`config.mk`:
```
export PLATFORM = sky130hd
export DESIGN_NAME = aes_round_key_sequencer
export DESIGN_NICKNAME = d
export VERILOG_FILES = /design/src/rtl/aes_pkg.sv /design/src/rtl/aes_round_key_sequencer.sv
export SDC_FILE = /design/constraint.sdc
export NUM_CORES = 1
export LEC_CHECK = 0
export CORE_MARGIN = 4
export CORE_UTILIZATION = 45
export DETAILED_ROUTE_END_ITERATION = 6
export PLACE_DENSITY = 0.78
export SLEW_MARGIN = 20
export SYNTH_ARGS = -nofsm -noshare
export SYNTH_HDL_FRONTEND = slang
export SYNTH_SLANG_ARGS = --single-unit
```
`constraint.sdc`:
```
create_clock -name clk -period 3.1 [get_ports clk]
set_clock_uncertainty 0.15 [all_clocks]
set_input_delay 0.62 -clock clk [delete_from_list [all_inputs] [get_ports clk]]
set_output_delay 0.62 -clock clk [all_outputs]
set_load 0.01 [all_outputs]
```
`src/rtl/aes_pkg.sv`:
```
// rtl/aes_pkg.sv - shared AES controller types and constants
package aes_pkg;

  localparam int AES_NUM_ROUNDS = 10;

  typedef enum logic [2:0] {
    IDLE,
    EXPAND,
    SELECT,
    PRESENT,
    FINISH
  } key_seq_state_t;

  typedef logic [3:0] key_sel_t;

endpackage

```
`src/rtl/aes_round_key_sequencer.sv`:
```
// rtl/aes_round_key_sequencer.sv - round-key expander sequencing controller
module aes_round_key_sequencer
  import aes_pkg::*;
#(
  parameter int NUM_ROUNDS     = AES_NUM_ROUNDS,
  parameter int EXPAND_TIMEOUT = 64,
  parameter int SEL_W          = 4
) (
  input  logic             clk,
  input  logic             resetn,
  input  logic             start,
  input  logic             abort,
  input  logic             key_rdy,
  output logic             encrypt_en,
  output logic [SEL_W-1:0] key_sel,
  output logic             key_vld,
  input  logic             key_ack,
  output logic [SEL_W-1:0] round_no,
  output logic             busy,
  output logic             done,
  output logic             err
);

  localparam int               TMR_W    = $clog2(EXPAND_TIMEOUT + 1);
  localparam logic [SEL_W-1:0] LAST_SEL = SEL_W'(NUM_ROUNDS);
  localparam logic [TMR_W-1:0] TMR_MAX  = TMR_W'(EXPAND_TIMEOUT);

  key_seq_state_t   state, state_nxt;
  logic [TMR_W-1:0] timer, timer_nxt;
  logic             encrypt_en_nxt, key_vld_nxt, busy_nxt, done_nxt, err_nxt;
  logic [SEL_W-1:0] key_sel_nxt, round_no_nxt;

  // State and every output are registered together so outputs are glitch-free.
  always_ff @(posedge clk or negedge resetn) begin
    if (!resetn) begin
      state      <= IDLE;
      timer      <= '0;
      encrypt_en <= 1'b0;
      key_sel    <= '0;
      key_vld    <= 1'b0;
      round_no   <= '0;
      busy       <= 1'b0;
      done       <= 1'b0;
      err        <= 1'b0;
    end else begin
      state      <= state_nxt;
      timer      <= timer_nxt;
      encrypt_en <= encrypt_en_nxt;
      key_sel    <= key_sel_nxt;
      key_vld    <= key_vld_nxt;
      round_no   <= round_no_nxt;
      busy       <= busy_nxt;
      done       <= done_nxt;
      err        <= err_nxt;
    end
  end

  // Next-state and next-output logic; abort overrides everything at the end.
  always_comb begin
    state_nxt      = state;
    timer_nxt      = timer;
    encrypt_en_nxt = encrypt_en;
    key_sel_nxt    = key_sel;
    key_vld_nxt    = key_vld;
    round_no_nxt   = round_no;
    done_nxt       = 1'b0;
    err_nxt        = err;

    case (state)
      IDLE: begin
        if (start && !abort) begin
          state_nxt      = EXPAND;
          encrypt_en_nxt = 1'b1;
          key_sel_nxt    = '0;
          round_no_nxt   = '0;
          err_nxt        = 1'b0;
          timer_nxt      = '0;
        end
      end
      EXPAND: begin
        if (timer != TMR_MAX) timer_nxt = timer + 1'b1;
        if (key_rdy) begin
          state_nxt = SELECT;
        end else if (timer_nxt == TMR_MAX) begin
          state_nxt      = IDLE;
          err_nxt        = 1'b1;
          encrypt_en_nxt = 1'b0;
          key_sel_nxt    = '0;
          round_no_nxt   = '0;
        end
      end
      SELECT: begin
        if (!key_rdy) begin
          state_nxt      = IDLE;
          err_nxt        = 1'b1;
          encrypt_en_nxt = 1'b0;
          key_vld_nxt    = 1'b0;
          key_sel_nxt    = '0;
          round_no_nxt   = '0;
        end else begin
          state_nxt   = PRESENT;
          key_vld_nxt = 1'b1;
        end
      end
      PRESENT: begin
        if (!key_rdy) begin
          state_nxt      = IDLE;
          err_nxt        = 1'b1;
          encrypt_en_nxt = 1'b0;
          key_vld_nxt    = 1'b0;
          key_sel_nxt    = '0;
          round_no_nxt   = '0;
        end else if (key_ack && key_vld) begin
          key_vld_nxt = 1'b0;
          if (round_no < LAST_SEL) begin
            state_nxt    = SELECT;
            key_sel_nxt  = key_sel + 1'b1;
            round_no_nxt = round_no + 1'b1;
          end else begin
            state_nxt = FINISH;
            done_nxt  = 1'b1;
          end
        end
      end
      FINISH: begin
        state_nxt      = IDLE;
        encrypt_en_nxt = 1'b0;
        key_sel_nxt    = '0;
        round_no_nxt   = '0;
      end
      default: begin
        state_nxt      = IDLE;
        encrypt_en_nxt = 1'b0;
        key_vld_nxt    = 1'b0;
        key_sel_nxt    = '0;
        round_no_nxt   = '0;
      end
    endcase

    if (abort && (state != IDLE)) begin
      state_nxt      = IDLE;
      timer_nxt      = timer;
      encrypt_en_nxt = 1'b0;
      key_vld_nxt    = 1'b0;
      key_sel_nxt    = '0;
      round_no_nxt   = '0;
      done_nxt       = 1'b0;
      err_nxt        = err;
    end

    busy_nxt = (state_nxt != IDLE);
  end

endmodule
```
Yosys cells after proc, flatten, opt, wreduce, memory -nomap -nowiden:

Index checks and enable logic that the tools add are counted.

* add/sub/neg operators: 3
* $mul: 0
* div/mod/pow operators: 0
* magnitude comparators: 1
* equal/unequal tests: 18
* shifts and indexed selects: 0
* multiplexer cells: 48
* bitwise operators: 1
* reductions and logical operators: 16

Operators by type and width (count)
* 4-bit 2-to-1 mux: 12
* 4-bit case mux with 4 select lines: 2
* 3-bit 2-to-1 mux: 7
* 7-bit 2-to-1 mux: 3
* 1-bit 2-to-1 mux: 18
* 7-bit case mux with 2 select lines: 1
* 3-bit inequality test (second input constant): 4
* 3-bit case mux with 4 select lines: 1
* 6-bit AND reduction: 2
* 1-bit case mux with 3 select lines: 3
* 3-bit nonzero test: 3
* 4-bit by 1-bit adder with 4-bit output (second input constant): 2
* 2-bit inequality test (second input constant): 4
* 4-bit inequality test (second input constant): 2
* 7-bit by 1-bit adder with 7-bit output (second input constant): 1
* 7-bit equality test (second input constant): 1
* 7-bit inequality test (second input constant): 1
* 3-bit by 2-bit equality test with 1-bit output (second input constant): 2
* 4-bit < comparator (second input constant): 1
* 4-bit AND reduction: 1
* 3-bit by 1-bit equality test with 1-bit output (second input constant): 1
* 3-bit equality test (second input constant): 1
* 1-bit logical AND: 3
* 3-bit logical NOT: 1
* 10 further kinds: 10

* register bits: 23
* bits in latches: 0
* RAM bits: 0
* ROM bits: 0
* input port bits: 6
* memories kept: 0

Logic depth before layout (Yosys ltp):

Gate-level depths: netlist of the first run.

* depth after elaboration: 9
* gate-level depth with buffers: 7

Worst setup path before layout of the first run:

Ideal clock, no wire load.

* path type: register to register
* start: register timer[0]
* end: register key_sel[0]
* arrival time: 1.669 ns
* data required time: 2.804 ns
* setup slack: 1.135 ns
* stages on the path, launching flop included: 7
* buffers on the path: 0
* clock period less this slack: 1.965 ns
* cell sequence: dfrtp_1 -> ha_1 -> and3_1 -> nor4_1 -> a311oi_2 -> o21ai_2 -> a41oi_1

* word-level cells in the longest chain between the ends: 6
* elaborated cells on any way between the ends: 7
* classes of those cells: 1 x add/sub; 3 x eq/ne; 2 x mux; 1 x reduce/logical

RTL lines
* start, declared: RTL line aes_round_key_sequencer.sv:29 `logic [TMR_W-1:0] timer, timer_nxt;`
* start signal, assigned: RTL line aes_round_key_sequencer.sv:47 `timer <= timer_nxt;`
* 7-bit by 1-bit adder with 7-bit output or 7-bit inequality test (tied branches): RTL line aes_round_key_sequencer.sv:81 `if (timer != TMR_MAX) timer_nxt = timer + 1'b1;`
* 7-bit 2-to-1 mux (*): RTL line aes_round_key_sequencer.sv:81
* 7-bit 2-to-1 mux (*): RTL line aes_round_key_sequencer.sv:69 `case (state)`
* 7-bit equality test (*): RTL line aes_round_key_sequencer.sv:84 `end else if (timer_nxt == TMR_MAX) begin`
* 3-bit inequality test (no source line) (*)
* 6-bit AND reduction (no source line) (*)
* end signal, assigned: RTL line aes_round_key_sequencer.sv:49 `key_sel <= key_sel_nxt;`
* end, declared: RTL line aes_round_key_sequencer.sv:15 `output logic [SEL_W-1:0] key_sel,`

Every way passes the cells marked *; elsewhere a longest branch is shown, timed or not. The select of a mux whose other input is x is not followed.
A chain may end at the register's enable or synchronous reset.

Worst setup path after layout of the first run:

* start: input abort
* end: register key_sel[1]

* word-level cells in the longest chain between the ends: 4
* elaborated cells on any way between the ends: 11
* classes of those cells: 6 x eq/ne; 1 x mux; 4 x reduce/logical

RTL lines
* start, declared: RTL line aes_round_key_sequencer.sv:12 `input logic abort,`
* 1-bit logical NOT: RTL line aes_round_key_sequencer.sv:71 `if (start && !abort) begin`
* 1-bit logical AND: RTL line aes_round_key_sequencer.sv:71
* 3-bit inequality test (no source line)
* 6-bit AND reduction (no source line)

Several ways; a longest one is shown, not always the timed one.

==> results.toml, run 1 <==
[synthesis]
synth_cell_types = 44
synthMuxAreaShare_pct = 1.45
avgSynthCellArea_um2 = 8.44
ys.flop_type = "dfrtp_1"
ys_seq_area_share_pct = 39.2
synth.cell_area_um2 = 1470
synth_top_family_by_area = "compound AO/OA/AOI/OAI gates"
synthXorXnorAreaFrac_pct = 0.596
synth_edf_count = 0
synth_fa_ha_area_share_pct = 3.41
yosysTopAreaCell = "dfrtp_1"
ys_top_cells_by_area = "dfrtp_1 39%, nand2_1 4.6%, a21oi_1 3.7%"
yosysTopAreaCellShare_pct = 39.2
netlist_instances = 174
synthSimpleGateAreaFrac_pct = 24.7
synth_compound_area_share_pct = 24.8
synth-seq-cells = 23
yosysWarnings = 0
async_flop_share_pct = 100
syn_nets = 184

[clocking]
path_clk_slew_ns = 0.13
clockRootBuffer = "clkbuf_4"
worstSkewPairLatency_ns = 0.33
cts_sinks = 23
cts_buffers = 3
postCtsSetupRepairBufs = 0
hold_buffers = 0
cts_tree = "done"
ctsResizeCount = 0
h-tree-depth = 1
cts.path.max_buffers = 2

[final_layout]
layout.cells.non_filler = 228
antennaDiodeCount = 0
drive_gt1_share_pct = 5.98
fin_nets = 195
syn_to_final_growth_pct = 14.6

[global_routing]
grt_max_degree = 24
grt_pass1_vias = 1281
gr-total-overflow = 0
antenna_found_initial = 0
grtUsageTotal_pct = 17.3
grt_pass1_wl_um = 5780

[route]
ant_nets = 0
drt-total-wl_um = 3390
routedWlPerCell_um = 14.9
drtPass1Iterations = 4
viasPerCell = 5.96
drcViolationCount = 0
via_count = 1358
drt_iter0_drc = 137

[floorplan]
num_rows = 20
die_w_um = 65.1
die_h_um = 65.1
start_util_pct = 47.7
top_level_ports = 19
core_area_um2 = 3080
die_area_um2 = 4240

[sta]
slew_violations = 0
relSlewSlack_pct = 52.0
max_freq_mhz = 433
setup_viol = 0
finalSetupTns_ns = 0
finalCriticalPeriod_ns = 2.31
worst_pin_slew_ns = 0.715
min_period_over_period_pct = 74.6
hold_viol = 0
rsz0062_at_grt = "false"

[critical_path]
crit_path_start_kind = "input pin"
crit_type = "in -> reg"
arrival_ns = 2.40
endpoint_kind = "flip-flop"
required_ns = 3.19
crit_fanout = 8
ff2ff_setup_slack_ns = 0.82

[power_and_ir_drop]
p_leak_uw = 0.000706
peakVddDrop_uv = 212
powerDensity_nw_per_um2 = 609

[outcome]
status = "completed"

[run]
maxCapViolations = 0

[placement]
port_buffers = 18
dp.cells = 224
gp_congestion = 0.831
hpwl_um = 2470

[min_path]
hp-class = "reg -> reg"
-- cells in the final DEF (no fill, tap or decap), types with 2 or more instances in the layout --
cell,instances
dfrtp_1,23
nand2_1,18
clkdlybuf4s50_1,18
nor2_1,12
a21oi_1,11
inv_1,8
o21ai_0,7
nor3_1,6
a31oi_1,6
nand3_1,6
a41oi_1,6
a22o_1,5
and3_1,4
nor4_1,4
ha_1,4
and2_1,3
nor3b_1,3
nand2b_1,3
o21ai_1,3
a21o_1,3
clkbuf_4,3
nor2b_1,2
nand3b_1,2
nand4_1,2
o21bai_1,2
-- layer usage --
metal	track usage [%]	vias to the layer above	routed length, um
met4	6.48	0	34
met5	0	-	0
li1	-	657	-
met2	28.9	43	1660
met3	4.44	4	146
met1	21.5	654	1540
-- logic make-up (layout without fill, tap and decap cells) --
family,count (synthesis),in the layout
AOI/OAI and AO/OA,53,53
buffers and inverters,21,31
muxes,2,2
xor gates and xnor gates,1,1
DFF,23,23
adders and majority gates,4,4
and+or+nand+nor,70,70
-- through the flow --
step | setup slack (ns) | power, uW | util, % | hold WS [ns] | cell area [um2]
2_1_floorplan | 1.14 | 734 | - | 0.174 | 1470
3_3_place_gp | 0.515 | 856 | 53.8 | 0.347 | 1660
3_5_place_dp | 0.398 | 880 | 53.8 | 0.356 | 1660
4_1_cts | 0.756 | 1030 | 54.7 | 0.383 | 1680
5_1_grt | 0.559 | 1100 | 54.7 | 0.423 | 1680
6_report | 0.788 | 1020 | 54.7 | 0.373 | 1680
-- critical path: stages --
cell,delay (ns)
clkdlybuf4s50_1,0.53
nor2_1,0.25
nand4_1,0.28
nor2_1,0.39
nand2_1,0.10
a41oi_1,0.23
-- sequential cells by signal (all words and copies together) (netlist names), 3 cells and up --
name / flops
round_no: 4
state: 3
timer: 7
key_sel: 4
-- cell usage after synthesis, types with 6 or more instances --
cell type	count
dfrtp_1	23
nand2_1	18
nor2_1	12
a21oi_1	11
inv_1	8
o21ai_0	8
a31oi_1	6
a41oi_1	6
buf_2	6
nand3_1	6
nor3_1	6
-- cell type report --
cell class                 count  area (um2)
fill                         296        1400
multi-input combinational    130         807
sequential                    23         576
timing repair buffer          19         188
tap                           44        55.1
inverter                       8        30.0
clock buffer                   3        22.5
clock inverter                 1        5.00
-- report_power, final --
group          switching, uW  internal (uW)
logic                    234            197
clock network           99.5           48.4
registers               92.2            352
-- final timing paths --
check                           startpoint    endpoint  cells after the start
worst max register to register    timer[0]  key_sel[1]                      6
worst min register to register  key_sel[3]  key_sel[3]                      1
max in group asynchronous           resetn  key_sel[3]                      2
worst min-delay path            key_sel[3]  key_sel[3]                      1
worst max-delay path                 abort  key_sel[1]                      6
min in group asynchronous           resetn    timer[6]                      2
(Power assumes the default switching activity.)
==> run 2, diff against run 1 <==
==> constraint.sdc (replaced) <==
create_clock -name clk -period 2.31 [get_ports clk]
set_clock_uncertainty 0.15 [all_clocks]
set_input_delay 0.462 -clock clk [delete_from_list [all_inputs] [get_ports clk]]
set_output_delay 0.462 -clock clk [all_outputs]
set_load 0.01 [all_outputs]
==> run 2 against run 1 <==
Sequential power increased by 33%. Critical path depth grew 1. Power grew 37%. Largest cell class unchanged.
==> results.toml, run 2 (synthesized netlist as in run 1, its figures left out) <==
[sta]
max_freq_mhz = 470
relSlewSlack_pct = 61.1
slew_violations = 0
hold_viol = 0
rsz0062_at_grt = "false"
min_period_over_period_pct = 92.2
finalCriticalPeriod_ns = 2.13
setup_viol = 0
worst_pin_slew_ns = 0.583
worst_slack_ns = 0.180

[final_layout]
largest_reg_flops = 7
reg_top3 = "timer (7), key_sel (4), round_no (4)"
nFillCells = 292
fin_area_um2 = 1740
drive_gt1_share_pct = 8.95
multi_input_area_um2 = 815
seq_area_um2 = 576
syn_to_final_growth_pct = 18.1
fin_nets = 201
final_common_cell = "dfrtp_1"
final_cell_mix = "23 x dfrtp_1, 18 x nand2_1, 18 x clkdlybuf4s50_1, 12 x nor2_1, 11 x a21oi_1"
regMostFlops = "timer"
antennaDiodeCount = 0

[clocking]
postCtsSetupRepairBufs = 0
path_clk_slew_ns = 0.14
worstSkewPairLatency_ns = 0.32
cts_tree = "done"
h-tree-depth = 1
hold_buffers = 0
cts.path.max_buffers = 2
ctsResizeCount = 0
cts_buffers = 3
clockRootBuffer = "clkbuf_4"
cts_sinks = 23

[floorplan]
core_area_um2 = 3080
start_util_pct = 47.7
die_h_um = 65.1
die_w_um = 65.1
die_area_um2 = 4240
top_level_ports = 19
num_rows = 20

[global_routing]
grt_max_degree = 24
grt_pass1_wl_um = 5790
gr-total-overflow = 0
grt_pass1_vias = 1342
antenna_found_initial = 0
grtUsageTotal_pct = 16.9

[placement]
gp_congestion = 0.868
placed_area_um2 = 1700
hpwl_um = 2450
dp_slack_ns = -0.0680
port_buffers = 18

[route]
drcViolationCount = 0
drt-total-wl_um = 3350
drt_iter0_drc = 126
ant_nets = 0
via_count = 1357
viasPerCell = 5.80
routedWlPerCell_um = 14.3
drtPass1Iterations = 4

[power_and_ir_drop]
clkPwrFrac_pct = 13.5
p_seq_share_pct = 42.4
p_sw_uw = 572
power.share.switching_pct = 40.8
p_leak_uw = 0.000736
p_int_uw = 829
total_power_uw = 1400
powerDensity_nw_per_um2 = 807
peakVddDrop_uv = 388
p_comb_share_pct = 44.1

[critical_path]
arrival_ns = 2.16
crit_path_start_kind = "flip-flop"
crit_type = "reg -> reg"
ff2ff_setup_slack_ns = 0.18
required_ns = 2.34
endpoint_kind = "flip-flop"
crit_fanout = 8

[run]
maxCapViolations = 0

[outcome]
status = "completed"

[min_path]
hp-class = "in -> async"
==> run 2: power groups by stage <==
stage          Sequential (uW)  Combinational (uW)  Clock, uW
5_1_grt                    613                 690        213
3_5_place_dp               600                 604          0
2_1_floorplan              552                 433          0
3_3_place_gp               595                 585          0
6_report                   594                 617        190
4_1_cts                    591                 607        193
==> run 2: metal layers <==
metal	part of all wire, %	GRT usage (%)	wire length, um	vias up
met5	0	0	0	-
met4	0.81	4.15	27	0
met3	4.6	5.30	155	4
met2	48	28.4	1620	33
met1	46	21.1	1550	647
li1	-	-	-	673
==> run 2: critical path: stages (launching register included) <==
cell and delay (ns):
dfrtp_1 0.51, inv_1 0.07, ha_1 0.33, nor3b_1 0.21, mux2_2 0.20, a21oi_2 0.09, o21ai_4 0.28, a41oi_1 0.16
==> run 2: layout make-up <==
cell class | count | share of cell area (%)
multi-input cells | 130 | 46.9
flip-flops and latches | 23 | 33.2
repair buffers | 25 | 13.4
well taps | 44 | 3.17
inverters | 8 | 1.73
clock buffers | 3 | 1.30
clock inverters | 1 | 0.288
==> run 2: worst paths after layout <==
path | startpoint | to | cells past startpoint
setup / recovery | timer[0] | key_sel[1] | 7
hold / removal | resetn | timer[4] | 2
setup reg to reg | timer[0] | key_sel[1] | 7
hold reg to reg | key_sel[3] | key_sel[3] | 1
max in group asynchronous | resetn | key_sel[2] | 2
min in group clk | key_sel[3] | key_sel[3] | 1
==> run 2: metrics by stage <==
stage | hold slack [ns] | utilization [%] | TNS, ns | cells
floorplan | 0.0164 | - | 0 | 174
CTS | 0.333 | 56.1 | 0 | 234
detailed placement | 0.351 | 55.2 | -0.108 | 230
global route | 0.342 | 56.4 | 0 | 234
global placement | 0.345 | 55.2 | 0 | 230
finish | 0.328 | 56.4 | 0 | 234
==> run 3, diff against run 2 <==
--- a/config.mk
+++ b/config.mk
@@ -8,6 +8,7 @@
 export CORE_MARGIN = 4
 export CORE_UTILIZATION = 45
 export DETAILED_ROUTE_END_ITERATION = 6
+export GPL_ROUTABILITY_DRIVEN = 0
 export PLACE_DENSITY = 0.78
 export SLEW_MARGIN = 20
 export SYNTH_ARGS = -nofsm -noshare
==> run 3 against run 2 <==
Global-route usage grew 1.8 points. Critical path depth is the same. Power grew 0.96%. Critical endpoint unchanged. Cell area grew 0.87%. Combinational power grew 0.6%. Sequential power grew 0.8%.
==> results.toml, run 3 (synthesized netlist as in run 1, its figures left out) <==
[sta]
setup_viol = 0
rsz0062_at_grt = "false"
slew_violations = 0
min_period_over_period_pct = 89.9
finalCriticalPeriod_ns = 2.08
hold_viol = 0
max_freq_mhz = 481
worst_slack_ns = 0.233
worst_pin_slew_ns = 0.617
relSlewSlack_pct = 58.9

[final_layout]
final_cell_mix = "22 x dfrtp_1, 18 x nand2_1, 18 x clkdlybuf4s50_1, 12 x nor2_1, 11 x a21oi_1"
largest_reg_flops = 7
nFillCells = 290
final_common_cell = "dfrtp_1"
antennaDiodeCount = 0
regMostFlops = "timer"
seq_area_um2 = 577
layout.cells.non_filler = 235
multi_input_area_um2 = 821
syn_to_final_growth_pct = 19.2
reg_top3 = "timer (7), key_sel (4), round_no (4)"
fin_area_um2 = 1750
fin_nets = 202
drive_gt1_share_pct = 10.5

[route]
viasPerCell = 6.04
drt-total-wl_um = 3500
drtPass1Iterations = 4
drt_iter0_drc = 101
routedWlPerCell_um = 14.9
via_count = 1420
drcViolationCount = 0
ant_nets = 0

[run]
maxCapViolations = 0

[global_routing]
gr-total-overflow = 0
grt_pass1_wl_um = 6360
grtUsageTotal_pct = 18.7
grt_pass1_vias = 1417
antenna_found_initial = 0
grt_max_degree = 24

[placement]
port_buffers = 18
dp_slack_ns = -0.0673
hpwl_um = 2560
placed_area_um2 = 1710
dp.cells = 231

[critical_path]
crit_chain = "inv_1 > ha_1 > nor3b_1 > mux2_2 > a21oi_2 > o21ai_4 > a41oi_1"
crit_path_start_kind = "flip-flop"
arrival_ns = 2.11
required_ns = 2.34
crit_path_top_delay_cell = "dfrtp_1"
crit_type = "reg -> reg"
crit_fanout = 8
endpoint_kind = "flip-flop"
slowest_delay_ns = 0.46
path_buf_inv = 1
path_delay_family = "compound AO/OA/AOI/OAI gates"

[power_and_ir_drop]
p_comb_share_pct = 43.9
p_int_uw = 832
p_leak_uw = 0.000739
clkPwrFrac_pct = 13.7
powerDensity_nw_per_um2 = 808
power.share.switching_pct = 41.2
p_sw_uw = 583
peakVddDrop_uv = 407
p_seq_share_pct = 42.3

[floorplan]
core_area_um2 = 3080
die_w_um = 65.1
die_area_um2 = 4240
start_util_pct = 47.7
top_level_ports = 19
die_h_um = 65.1
num_rows = 20

[clocking]
h-tree-depth = 1
cts_buffers = 3
hold_buffers = 0
clockRootBuffer = "clkbuf_4"
path_clk_slew_ns = 0.14
cts_tree = "done"
cts.path.max_buffers = 2
worstSkewPairLatency_ns = 0.32
cts_sinks = 23

[outcome]
status = "completed"

[min_path]
hp-class = "in -> async"
[run 3: cell count changes in the layout (fill, tap and decap cells not counted), sizes merged]
cell	previous run	this run
buf	7	8
[run 3: final timing paths]
kind                                  from    endpoint  slack [ns]  cells past startpoint
worst max-delay path              timer[1]  key_sel[1]        0.23                      7
worst min-delay path                resetn    timer[4]        0.32                      2
worst max register to register    timer[1]  key_sel[1]        0.23                      7
worst min register to register  key_sel[3]  key_sel[3]        0.38                      1
max in group asynchronous           resetn    timer[0]        1.43                      2
min in group clk                key_sel[3]  key_sel[3]        0.38                      1
[run 3: worst reg2reg max path, cell delays in order, from the launching register on]
cell and delay (ns):
dfrtp_1 0.46, inv_1 0.08, ha_1 0.30, nor3b_1 0.23, mux2_2 0.20, a21oi_2 0.08, o21ai_4 0.29, a41oi_1 0.16
[run 3: per-layer routing]
metal  vias to the layer above  wire length, um  GRT usage, %  part of all wire, %
li1                        671                -             -                    -
met1                       681             1580          24.7                   45
met2                        56             1660          31.4                   48
met3                        12              188          3.93                  5.4
met4                         0               63          4.66                  1.8
met5                         -                0             0                    0
[run 3: power groups by stage]
stage / logic [uW] / clock network, uW / registers (uW)
final: 621 / 194 / 599
after global routing: 696 / 216 / 619
after CTS: 607 / 196 / 597
after detailed placement: 604 / 0 / 605
after global placement: 584 / 0 / 596
after floorplan: 433 / 0 / 552
[run 3: through the flow]
step	hold slack [ns]	setup TNS (ns)	power (uW)	utilization (%)
global route	0.358	0	1530	56.9
global placement	0.345	0	1180	55.5
floorplan	0.0164	0	985	-
CTS	0.337	0	1400	56.4
finish	0.324	0	1410	56.9
detailed placement	0.346	-0.222	1210	55.5
[run 3: timing repair]
| item | in CTS | in global routing |
|---|---|---|
| setup endpoints to repair | 0 | 8 |
| resized for setup | 0 | 3 |
| buffers inserted | 0 | 0 |
[run 3: area by class of cell]
type / count / area share [%]
clock inverter: 1 / 0.286
inverter: 8 / 1.72
sequential: 23 / 33.0
timing repair buffer: 26 / 13.7
clock buffer: 3 / 1.29
tap: 44 / 3.15
multi-input combinational: 130 / 46.9
